`src/rtl/prog_run_sequencer.sv`:
```
// prog_run_sequencer
// Bring-up sequencer for the single-cycle core. It fills instruction memory
// from a valid/ready word stream while the core is held in reset, runs the
// core until it fetches the halt word or the cycle budget is used up, and
// then streams the 16 architectural registers out over a valid/ready port.
module prog_run_sequencer #(
   parameter int          IMEM_AW    = 10,
   parameter int          MAX_CYCLES = 1024,
   parameter logic [31:0] HALT_WORD  = 32'hFFFF_FFFF,
   parameter int          CNT_W      = 16
) (
   input  logic               clock,
   input  logic               reset,
   input  logic               start,
   // load stream
   input  logic               load_valid,
   output logic               load_ready,
   input  logic [31:0]        load_data,
   input  logic               load_last,
   // instruction memory write port
   output logic               imem_we,
   output logic [IMEM_AW-1:0] imem_addr,
   output logic [31:0]        imem_wdata,
   // core control
   output logic               cpu_reset,
   output logic               cpu_run,
   input  logic [31:0]        cpu_instruction,
   // register file debug read port
   output logic [3:0]         reg_rd_addr,
   input  logic [15:0]        reg_rd_data,
   // register dump stream
   output logic               dump_valid,
   input  logic               dump_ready,
   output logic [15:0]        dump_data,
   output logic               dump_last,
   // status
   output logic               busy,
   output logic               done,
   output logic               timeout,
   output logic [CNT_W-1:0]   cycle_count
);

   typedef enum logic [1:0] {
      S_IDLE,
      S_LOAD,
      S_RUN,
      S_DUMP
   } state_e;

   // Final load address: a handshake here ends the load even without load_last.
   localparam logic [IMEM_AW-1:0] PTR_LAST    = '1;
   // Saturation value of the run cycle counter.
   localparam logic [CNT_W-1:0]   CNT_SAT     = '1;
   // Counter value seen during the last cycle the budget allows.
   localparam logic [CNT_W-1:0]   BUDGET_LAST = CNT_W'(MAX_CYCLES - 1);
   // Index of the last architectural register streamed out.
   localparam logic [3:0]         IDX_LAST    = 4'd15;

   state_e             state_q;
   logic [IMEM_AW-1:0] ptr_q;
   logic [CNT_W-1:0]   cycle_count_q;
   logic [CNT_W-1:0]   cycle_count_d;
   logic [3:0]         idx_q;
   logic               timeout_q;
   logic               done_q;
   logic               busy_q;
   logic               load_ready_q;
   logic               cpu_reset_q;
   logic               run_q;
   logic               dump_valid_q;
   logic               dump_last_q;

   logic               load_hs;
   logic               load_end;
   logic               halt_seen;
   logic               budget_hit;
   logic               dump_hs;

   // Handshake and run-termination decodes shared by the FSM and the outputs.
   always_comb begin
      // NOTE: every signal assigned here gets a value on every path, so no latch can be inferred.
      load_hs    = load_valid & load_ready_q;
      load_end   = load_last | (ptr_q == PTR_LAST);
      halt_seen  = run_q & (cpu_instruction == HALT_WORD);
      budget_hit = (cycle_count_q == BUDGET_LAST);
      dump_hs    = dump_valid_q & dump_ready;
      if (cycle_count_q == CNT_SAT) begin
         cycle_count_d = cycle_count_q;
      end else begin
         cycle_count_d = cycle_count_q + 1'b1;
      end
   end

   // Sequencer FSM: state, pointers, counters and every registered output.
   always_ff @(posedge clock or posedge reset) begin
      if (reset) begin
         // NOTE: non-blocking assignments throughout, so every register samples pre-edge values.
         state_q       <= S_IDLE;
         ptr_q         <= '0;
         cycle_count_q <= '0;
         idx_q         <= '0;
         timeout_q     <= 1'b0;
         done_q        <= 1'b0;
         busy_q        <= 1'b0;
         load_ready_q  <= 1'b0;
         cpu_reset_q   <= 1'b1;
         run_q         <= 1'b0;
         dump_valid_q  <= 1'b0;
         dump_last_q   <= 1'b0;
      end else begin
         done_q <= 1'b0;
         case (state_q)
            S_IDLE: begin
               if (start) begin
                  state_q       <= S_LOAD;
                  ptr_q         <= '0;
                  cycle_count_q <= '0;
                  timeout_q     <= 1'b0;
                  busy_q        <= 1'b1;
                  load_ready_q  <= 1'b1;
               end
            end

            S_LOAD: begin
               if (load_hs) begin
                  // Hold the pointer at the top address so it never wraps to 0.
                  if (ptr_q != PTR_LAST) begin
                     ptr_q <= ptr_q + 1'b1;
                  end
                  if (load_end) begin
                     state_q      <= S_RUN;
                     load_ready_q <= 1'b0;
                     cpu_reset_q  <= 1'b0;
                     run_q        <= 1'b1;
                  end
               end
            end

            S_RUN: begin
               // The halt word is never executed and does not count as a run cycle;
               // it also takes priority over an expiring budget.
               if (halt_seen) begin
                  state_q      <= S_DUMP;
                  run_q        <= 1'b0;
                  idx_q        <= '0;
                  dump_valid_q <= 1'b1;
                  dump_last_q  <= 1'b0;
               end else begin
                  cycle_count_q <= cycle_count_d;
                  if (budget_hit) begin
                     state_q      <= S_DUMP;
                     timeout_q    <= 1'b1;
                     run_q        <= 1'b0;
                     idx_q        <= '0;
                     dump_valid_q <= 1'b1;
                     dump_last_q  <= 1'b0;
                  end
               end
            end

            S_DUMP: begin
               if (dump_hs) begin
                  if (idx_q == IDX_LAST) begin
                     state_q      <= S_IDLE;
                     idx_q        <= '0;
                     dump_valid_q <= 1'b0;
                     dump_last_q  <= 1'b0;
                     done_q       <= 1'b1;
                     busy_q       <= 1'b0;
                     cpu_reset_q  <= 1'b1;
                  end else begin
                     idx_q       <= idx_q + 1'b1;
                     dump_last_q <= (idx_q == (IDX_LAST - 4'd1));
                  end
               end
            end

            default: begin
               state_q      <= S_IDLE;
               busy_q       <= 1'b0;
               load_ready_q <= 1'b0;
               cpu_reset_q  <= 1'b1;
               run_q        <= 1'b0;
               dump_valid_q <= 1'b0;
               dump_last_q  <= 1'b0;
            end
         endcase
      end
   end

   // Load path: the write strobe is the live handshake, address is the load pointer.
   assign load_ready = load_ready_q;
   assign imem_we    = load_hs;
   assign imem_addr  = ptr_q;
   assign imem_wdata = load_data;

   // Core control: the clock enable drops in the same cycle the halt word is fetched.
   assign cpu_reset  = cpu_reset_q;
   assign cpu_run    = run_q & ~halt_seen;

   // Dump path: the register file read is asynchronous, so data follows the index.
   assign reg_rd_addr = idx_q;
   assign dump_valid  = dump_valid_q;
   assign dump_data   = reg_rd_data;
   assign dump_last   = dump_last_q;

   // Status.
   assign busy        = busy_q;
   assign done        = done_q;
   assign timeout     = timeout_q;
   assign cycle_count = cycle_count_q;

endmodule

```
`config.mk`:
```
export PLATFORM = sky130hd
export DESIGN_NAME = prog_run_sequencer
export DESIGN_NICKNAME = d
export VERILOG_FILES = /design/src/rtl/prog_run_sequencer.sv
export SDC_FILE = /design/constraint.sdc
export NUM_CORES = 1
export LEC_CHECK = 0
export ABC_AREA = 1
export CORE_MARGIN = 5
export CORE_UTILIZATION = 29
export CTS_BUF_LIST = sky130_fd_sc_hd__clkbuf_16
export CTS_CLUSTER_DIAMETER = 40
export DETAILED_ROUTE_END_ITERATION = 7
export HOLD_SLACK_MARGIN = 0.08
export PLACE_DENSITY = 0.67
export SYNTH_ARGS = -nofsm -noshare
export SYNTH_HDL_FRONTEND = slang
export SYNTH_SLANG_ARGS = --single-unit
```
`constraint.sdc`:
```
create_clock -name clock -period 2.15 [get_ports clock]
set_input_delay 0.5375 -clock clock [delete_from_list [all_inputs] [get_ports clock]]
set_output_delay 0.5375 -clock clock [all_outputs]
set_load 0.01 [all_outputs]
```
# Yosys cells after proc, flatten, opt, wreduce, memory -nomap -nowiden
# Cells that the tools add are included.
[op_classes]
n_reduce_logical = 17
muxes = 48
n_bitwise = 6
add_sub_neg = 3
eq_ne = 20
[ops]
columns = ["cell", "n"]
rows = [
  ["two-way mux 16 bit", 3],
  ["== test 32 bit (second input constant)", 1],
  ["case mux 16 bit (2 select lines)", 1],
  ["two-way mux 10 bit", 3],
  ["AND reduction 4 bit", 7],
  ["two-way mux 1 bit", 20],
  ["case mux 10 bit (2 select lines)", 1],
  ["inequality test 2 bit (second input constant)", 9],
  ["adder 16 x 1 -> 16 bit (second input constant)", 1],
  ["== test 16 x 10 -> 1 bit (second input constant)", 1],
  ["== test 16 bit (second input constant)", 1],
  ["two-way mux 4 bit", 4],
  ["two-way mux 2 bit", 7],
  ["case mux 1 bit (2 select lines)", 7],
  ["nonzero test 2 bit", 6],
  ["adder 10 x 1 -> 10 bit (second input constant)", 1],
  ["== test 10 bit (second input constant)", 1],
  ["inequality test 10 bit (second input constant)", 1],
  ["== test 4 bit (second input constant)", 2],
  ["case mux 2 bit (4 select lines)", 1],
  ["case mux 4 bit (2 select lines)", 1],
  ["AND reduction 6 bit", 1],
  ["AND reduction 5 bit", 1],
  ["adder 4 x 1 -> 4 bit (second input constant)", 1],
  ["8 further kinds", 12],
]
[totals]
input_bits = 86
wordCells = 106
register_bits = 40

# Depth between registers and ports, before layout
# Gate-level depths: netlist of the first run.
[depth]
ltp_word = 5
mapped_depth = 11

# Worst setup path before layout of the first run
# OpenSTA, ideal clock, no wires.
[synth_path]
path_type = "reg-to-reg"
from = "register cycle_count_q[0] (netlist: cycle_count[0])"
to = "register cycle_count_q[2] (netlist: cycle_count[2])"
path_stages_with_launch = 11
synth_period_minus_slack_ns = 1.672
setup_slack_ns = 0.478
t_arrival_ns = 1.555
path_buffers = 1
setup_ns = 0.117
required_ns = 2.033
cell_sequence = "dfrtp_1 -> ha_1 -> nand2_2 -> nor2_4 -> nand2_4 -> nor2_4 -> a21oi_4 -> nand3_4 -> buf_6 -> nand2_1 -> nand2_1"
[synth_between]
elab_chain_len = 4
elab_cells_between_ends = 7
classes_between = "1 x add/sub; 2 x eq/ne; 3 x mux; 1 x reduce/logical"
[synth_rtl]
columns = ["element", "line_no", "rtl"]
rows = [
  ["start: declaration", "61", "logic [CNT_W-1:0] cycle_count_q;"],
  ["start signal: assignment", "149", "cycle_count_q <= cycle_count_d;"],
  ["adder 16 x 1 -> 16 bit", "90", "cycle_count_d = cycle_count_q + 1'b1;"],
  ["two-way mux 16 bit", "87", "if (cycle_count_q == CNT_SAT) begin"],
  ["two-way mux 16 bit", "142", "if (halt_seen) begin"],
  ["case mux 16 bit (2 select lines)", "112", "case (state_q)"],
]
# Parallel ways exist; a longest one is shown, timed or not. The select of a mux whose other input is x is not followed.
# A chain may end at the register's enable or synchronous reset.

# Worst setup path in the final report of the first run
[layout_path]
from = "register state_q[0]"
to = "register idx_q[0] (netlist: reg_rd_addr[0])"
[layout_between]
elab_chain_len = 3
elab_cells_between_ends = 7
classes_between = "4 x eq/ne; 1 x mux; 2 x reduce/logical"
[layout_rtl]
columns = ["element", "line_no", "rtl"]
rows = [
  ["start: declaration", "59", "state_e state_q;"],
  ["start signal: assignment", "98", "state_q <= S_IDLE;"],
  ["start signal: assignment", "115", "state_q <= S_LOAD;"],
  ["start signal: assignment", "131", "state_q <= S_RUN;"],
  ["== test 2 bit", "112", ""],
  ["inequality test 3 bit (no line) (tied with other cells)", "--", ""],
  ["AND reduction 3 bit (no line)", "--", ""],
  ["end signal: assignment", "172", "idx_q <= idx_q + 1'b1;"],
  ["end: declaration", "63", "logic [3:0] idx_q;"],
]
# Parallel ways exist; a longest one is shown, timed or not.

==> impl_metrics.ini, run 1 <==
[grt]
grt_pass1_wl_um = 13500
track_usage_pct = 12.4
gr-total-overflow = 0
grt_pass1_vias = 2852
grt_max_degree = 23
antenna_found_initial = 0

[timing]
tightest_slew_ns = 0.444
slew_violations = 0
final_hold_viol_count = 0
maxSlewHeadroom_pct = 70.4
finalSetupViolations = 0
layout_min_cycle_time_ns = 1.99
rsz0062_at_grt = false
fin_skew_ns = 0.00582
finalSetupTns_ns = 0
whs_ns = 0.481
fin_crit_sh_pct = 92.7
fmax_ghz = 0.502

[routing]
wirelength_um = 8400
drtAntennaViolNets = 0
vias = 3005
route.detailed.drc = 0
routedWlPerCell_um = 13.0
drt_iter0_drc = 129
viasPerCell = 4.64
first_pass_iters = 5

[synthesis]
syn_area_per_cell_um2 = 6.87
synth_seq_area_share_pct = 31.7
synthCells = 461
synth-main-ff-cell = dfrtp_1
synth.distinct_cells = 33
synth-async-reset-ratio_pct = 100
synth_seq_cells = 40
synth-edff-count = 0
syn-cell-area_um2 = 3170
yosys_warnings = 0
syn-num-nets = 555

[clocking]
clock_sinks = 40
cts_hold_buf = 0
h-tree-depth = 2
cts_tree = built
root_buffer = clkbuf_16
numCtsBuffers = 5
clk_pin_slew_ns = 0.06
cts_buffer_depth = 2
worstSkewPairLatency_ns = 0.28

[worst_setup_path]
worstPathArrival_ns = 2.20
end_kind = register
rr_endpoint = reg_rd_addr[0]$_DFFE_PP0P_
slowest_delay_ns = 0.42
path_cells = inv_1 -> ha_1 -> clkinv_1 -> nor2_1 -> nand2_8 -> nand2_8 -> nand2_2 -> o21ai_2
cp_max_fo = 8
start_kind = register
r2r-start = state_q[0]$_DFFE_PP0P_
r2r_cells = 8
cp-endpoint = reg_rd_addr[0]$_DFFE_PP0P_
crit_start = state_q[0]$_DFFE_PP0P_
r2r_slack_ns = 0.16
critPathSlowestCell = dfrtp_1
cpMostUsedCell = nand2_8
worst_ep_required_time_ns = 2.36
worstSetupPathType = register to register

[cells_and_area]
n_antenna_cell = 0
final_net_count = 600
final_common_cell = nand2_1
syn_to_final_growth_pct = 31.7
final_cell_mix = nand2_1 (135), nor2_1 (48), clkdlybuf4s50_1 (42)
post_route_cells_drive_above_1_share_pct = 12.0
stdcell_count = 647

[floorplanning]
die_h_um = 114
rows = 38
io_pins = 173
initial_utilization_pct = 29.5
die_w_um = 114
die_area_um2 = 13100
core_area_um2 = 10700

[power_and_ir_drop]
finalPower_w = 0.00351
power_density_nw_per_um2 = 841
p_leak_nw = 2.06
ir_worst_vdd_v = 0.000475

[worst_hold_path]
hold_class = register to register

[placement]
hpwl_um = 6230
io_buffers = 76
routabilityCongestion = 0.899
placed_cells = 634

[status]
status = completed

[run]
maxCapViolations = 0
==> synthesized netlist by cell type (4+ instances only) <==
cell type	count	area, um2
nand2_1	139	522
nor2_1	51	191
buf_4	48	360
dfrtp_1	39	976
inv_1	39	146
nand4_1	34	213
nand3_1	33	165
o21ai_0	15	75.1
ha_1	8	100
o21ai_1	6	30.0
or2_2	6	37.5
a21oi_1	5	25.0
buf_2	5	25.0
xor2_1	4	35.0
==> cell type report <==
class	count	area [um2]
Clock inverter	3	63.8
Timing Repair Buffer	95	981
Multi-Input combinational cell	324	1670
Tap cell	140	175
Fill cell	1135	6580
Inverter	40	150
Sequential cell	40	1000
Clock buffer	5	125
==> cell families (layout without fill, tap and decap cells) <==
kind of cell / count (synthesis) / after routing / synth area share (%)
compound gates: 30 / 30 / 5.38
buf+inv: 98 / 143 / 17.8
simple gates: 278 / 279 / 40.1
xor+xnor: 7 / 7 / 1.94
fa+ha+maj: 8 / 8 / 3.16
flops: 40 / 40 / 31.7
==> critical path: cells and delay by family (launching register included) <==
kind            cells  cell delay (ns)
simple gates        4             0.65
compound gates      1             0.06
buf+inv             2             0.37
flops               1             0.42
fa+ha+maj           1             0.42
==> state kept, by name, summed over array words and instances (netlist names) <==
signal and flops:
run_q 1, reg_rd_addr 4, load_ready 1, busy 1
state_q 2, timeout 1, done 1, imem_addr 10
cycle_count 16, dump_last 1, dump_valid 1, cpu_reset 1
==> report_power, final <==
part	total (W)	switching [W]	leakage (nW)	internal [W]
sequential	0.000951	0.000109	0.536	0.000842
clock	0.000966	0.000305	0.0952	0.000661
combinational	0.00159	0.000965	1.43	0.000625
total	0.00351	0.00138	2.06	0.00213
==> worst min-delay path by stage <==
| stage | start | end | slack (ns) | cells after the start |
|---|---|---|---|---|
| after floorplan | cpu_reset$_DFFE_PP1P_ | cpu_reset$_DFFE_PP1P_ | 0.48 | 2 |
| final | timeout$_DFFE_PP0P_ | timeout$_DFFE_PP0P_ | 0.48 | 2 |
| after CTS | timeout$_DFFE_PP0P_ | timeout$_DFFE_PP0P_ | 0.49 | 2 |
| after global placement | timeout$_DFFE_PP0P_ | timeout$_DFFE_PP0P_ | 0.46 | 2 |
| after global routing | timeout$_DFFE_PP0P_ | timeout$_DFFE_PP0P_ | 0.53 | 2 |
| after detailed placement | timeout$_DFFE_PP0P_ | timeout$_DFFE_PP0P_ | 0.47 | 2 |
==> through the flow <==
stage	area [um2]	utilization, %	setup WS [ns]
3_5_place_dp	3840	35.7	-0.445
4_1_cts	4080	37.9	-0.0127
5_1_grt	4170	38.8	0.0114
2_1_floorplan	3170	-	0.478
6_report	4170	38.8	0.158
3_3_place_gp	3840	35.7	-0.389
==> repair_timing <==
| action | 4_1_cts | 5_1_grt |
|---|---|---|
| pin swaps | 15 | 27 |
| endpoints found under the setup margin | 2 | 10 |
| cloned | 0 | 1 |
| gates resized for setup | 20 | 32 |
| setup buffers | 5 | 0 |
==> routing by layer <==
layer	track usage, %	part of all wire, %	vias up
met2	21.9	51	91
met4	3.48	1.1	0
met3	3.07	6.2	12
li1	-	-	1525
met1	14.8	42	1377
met5	0	0	-
Note: power is estimated with default switching activity, not from simulation.
==> inputs of run 2 (changes only) <==
PLACE_DENSITY = 0.69   (was 0.67)
clock period = 1.8 ns   (was 2.15 ns; I/O delays follow)
==> run 2 against run 1 <==
  * Power rose by 14%
  * Die area did not move
  * Clock power fell by 9.2%
  * Final cell count rose by 4.0%
  * Non-clock buffer count rose by 27
  * Sequential share of layout area fell by 0.80 points
  * Core utilization rose by 1.5 points
  * Largest power group unchanged
  * Hold slack got worse by 0.0055 ns
  * Setup slack got worse by 0.12 ns
==> impl_metrics.ini, run 2 (same netlist as run 1, synthesis figures left out) <==
[grt]
grt_pass1_vias = 2917
antenna_found_initial = 0
grt_pass1_wl_um = 13600
track_usage_pct = 12.5
gr-total-overflow = 0
grt_max_degree = 41

[routing]
drt_iter0_drc = 158
wirelength_um = 8750
first_pass_iters = 4
vias = 3135
drtAntennaViolNets = 0
routedWlPerCell_um = 13.0
route.detailed.drc = 0
viasPerCell = 4.66

[clocking]
h-tree-depth = 2
cts_hold_buf = 0
root_buffer = clkbuf_16
numCtsBuffers = 5
cts_buffer_depth = 2
clock_sinks = 40
cts_tree = built
clk_pin_slew_ns = 0.06
worstSkewPairLatency_ns = 0.28

[timing]
fmax_ghz = 0.566
finalSetupViolations = 0
tightest_slew_ns = 0.321
slew_violations = 0
layout_min_cycle_time_ns = 1.77
maxSlewHeadroom_pct = 78.5
fin_skew_ns = 0.00616
final_hold_viol_count = 0
fin_crit_sh_pct = 98.1

[cells_and_area]
utilization_pct = 40.3
final_net_count = 626
fill_cells = 1141
fin_area_um2 = 4330
post_route_cells_drive_above_1_share_pct = 16.5
final_common_cell = nand2_1
syn_to_final_growth_pct = 36.9
largest_reg_flops = 16
final_cell_mix = nand2_1 (138), nor2_1 (48), buf_4 (42)
n_antenna_cell = 0

[run]
maxCapViolations = 0

[placement]
hpwl_um = 6390
io_buffers = 76
place_area_um2 = 4030
routabilityCongestion = 0.822

[floorplanning]
die_area_um2 = 13100
die_w_um = 114
io_pins = 173
initial_utilization_pct = 29.5
core_area_um2 = 10700
die_h_um = 114
rows = 38

[worst_setup_path]
worstPathArrival_ns = 1.32
slowest_delay_ns = 0.54
worstSetupPathType = register to output port
critPathSlowestCell = clkdlybuf4s50_1
path_cells = buf_4 -> clkdlybuf4s50_1
end_kind = output port
worst_ep_required_time_ns = 1.35
start_kind = register
cp_max_fo = 6
r2r_slack_ns = 0.09

[power_and_ir_drop]
finalPower_w = 0.00399
ir_worst_vdd_v = 0.000516
p_leak_nw = 2.33
power_density_nw_per_um2 = 921

[worst_hold_path]
hold_class = register to register

[status]
status = completed
run 2: final cells by class:
cell class	count	area (um2)	area share (%)
inverters	40	150	3.46
clock inverters	3	16.3	0.375
repair buffers	122	1220	28.3
clock buffers	5	125	2.89
flip-flops and latches	40	1010	23.2
multi-input cells	323	1640	37.7
well taps	140	175	4.04
run 2: power breakdown:
| part | internal (W) | leakage (nW) | switching, W | total, W |
|---|---|---|---|---|
| clock | 0.000506 | 0.0710 | 0.000370 | 0.000877 |
| combinational | 0.000838 | 1.73 | 0.00118 | 0.00201 |
| sequential | 0.00101 | 0.529 | 0.0000925 | 0.00110 |
| total | 0.00235 | 2.33 | 0.00164 | 0.00399 |
run 2: critical path, delay by kind of cell (launching register included):
kind	cells	cell delay (ns)
buffers and inverters	2	0.69
DFF	1	0.35
run 2: path summary, 6_finish.rpt:
kind | start | endpoint | cells past startpoint
max in group asynchronous | reset | cpu_reset$_DFFE_PP1P_ | 3
worst min-delay path | timeout$_DFFE_PP0P_ | timeout$_DFFE_PP0P_ | 2
worst max register to register | state_q[1]$_DFFE_PP0P_ | imem_addr[0]$_DFFE_PP0P_ | 7
worst max-delay path | cycle_count[10]$_DFFE_PP0P_ | cycle_count[10] | 2
worst min register to register | timeout$_DFFE_PP0P_ | timeout$_DFFE_PP0P_ | 2
min in group asynchronous | reset | cycle_count[0]$_DFFE_PP0P_ | 3
run 2: timing repair:
action	CTS	global route
gates cloned	0	1
endpoints found under the setup margin	23	45
gates resized for setup	9	53
setup buffers	1	4
pin swaps	5	31
run 2: per-layer routing:
| metal | GRT usage [%] | vias to the layer above | routed length, um |
|---|---|---|---|
| li1 | - | 1592 | - |
| met1 | 15.6 | 1452 | 3800 |
| met5 | 0 | - | 0 |
| met2 | 21.0 | 79 | 4420 |
| met4 | 4.04 | 0 | 79 |
| met3 | 3.28 | 12 | 451 |
run 2: stage by stage:
| step | hold slack (ns) | setup TNS (ns) | std cells | worst slack, ns |
|---|---|---|---|---|
| 6_report | 0.476 | 0 | 673 | 0.0347 |
| 5_1_grt | 0.512 | -0.154 | 673 | -0.0428 |
| 4_1_cts | 0.481 | -0.193 | 668 | -0.193 |
| 3_5_place_dp | 0.466 | -8.79 | 659 | -0.596 |
| 3_3_place_gp | 0.459 | -7.64 | 659 | -0.567 |
| 2_1_floorplan | 0.478 | 0 | 461 | 0.128 |
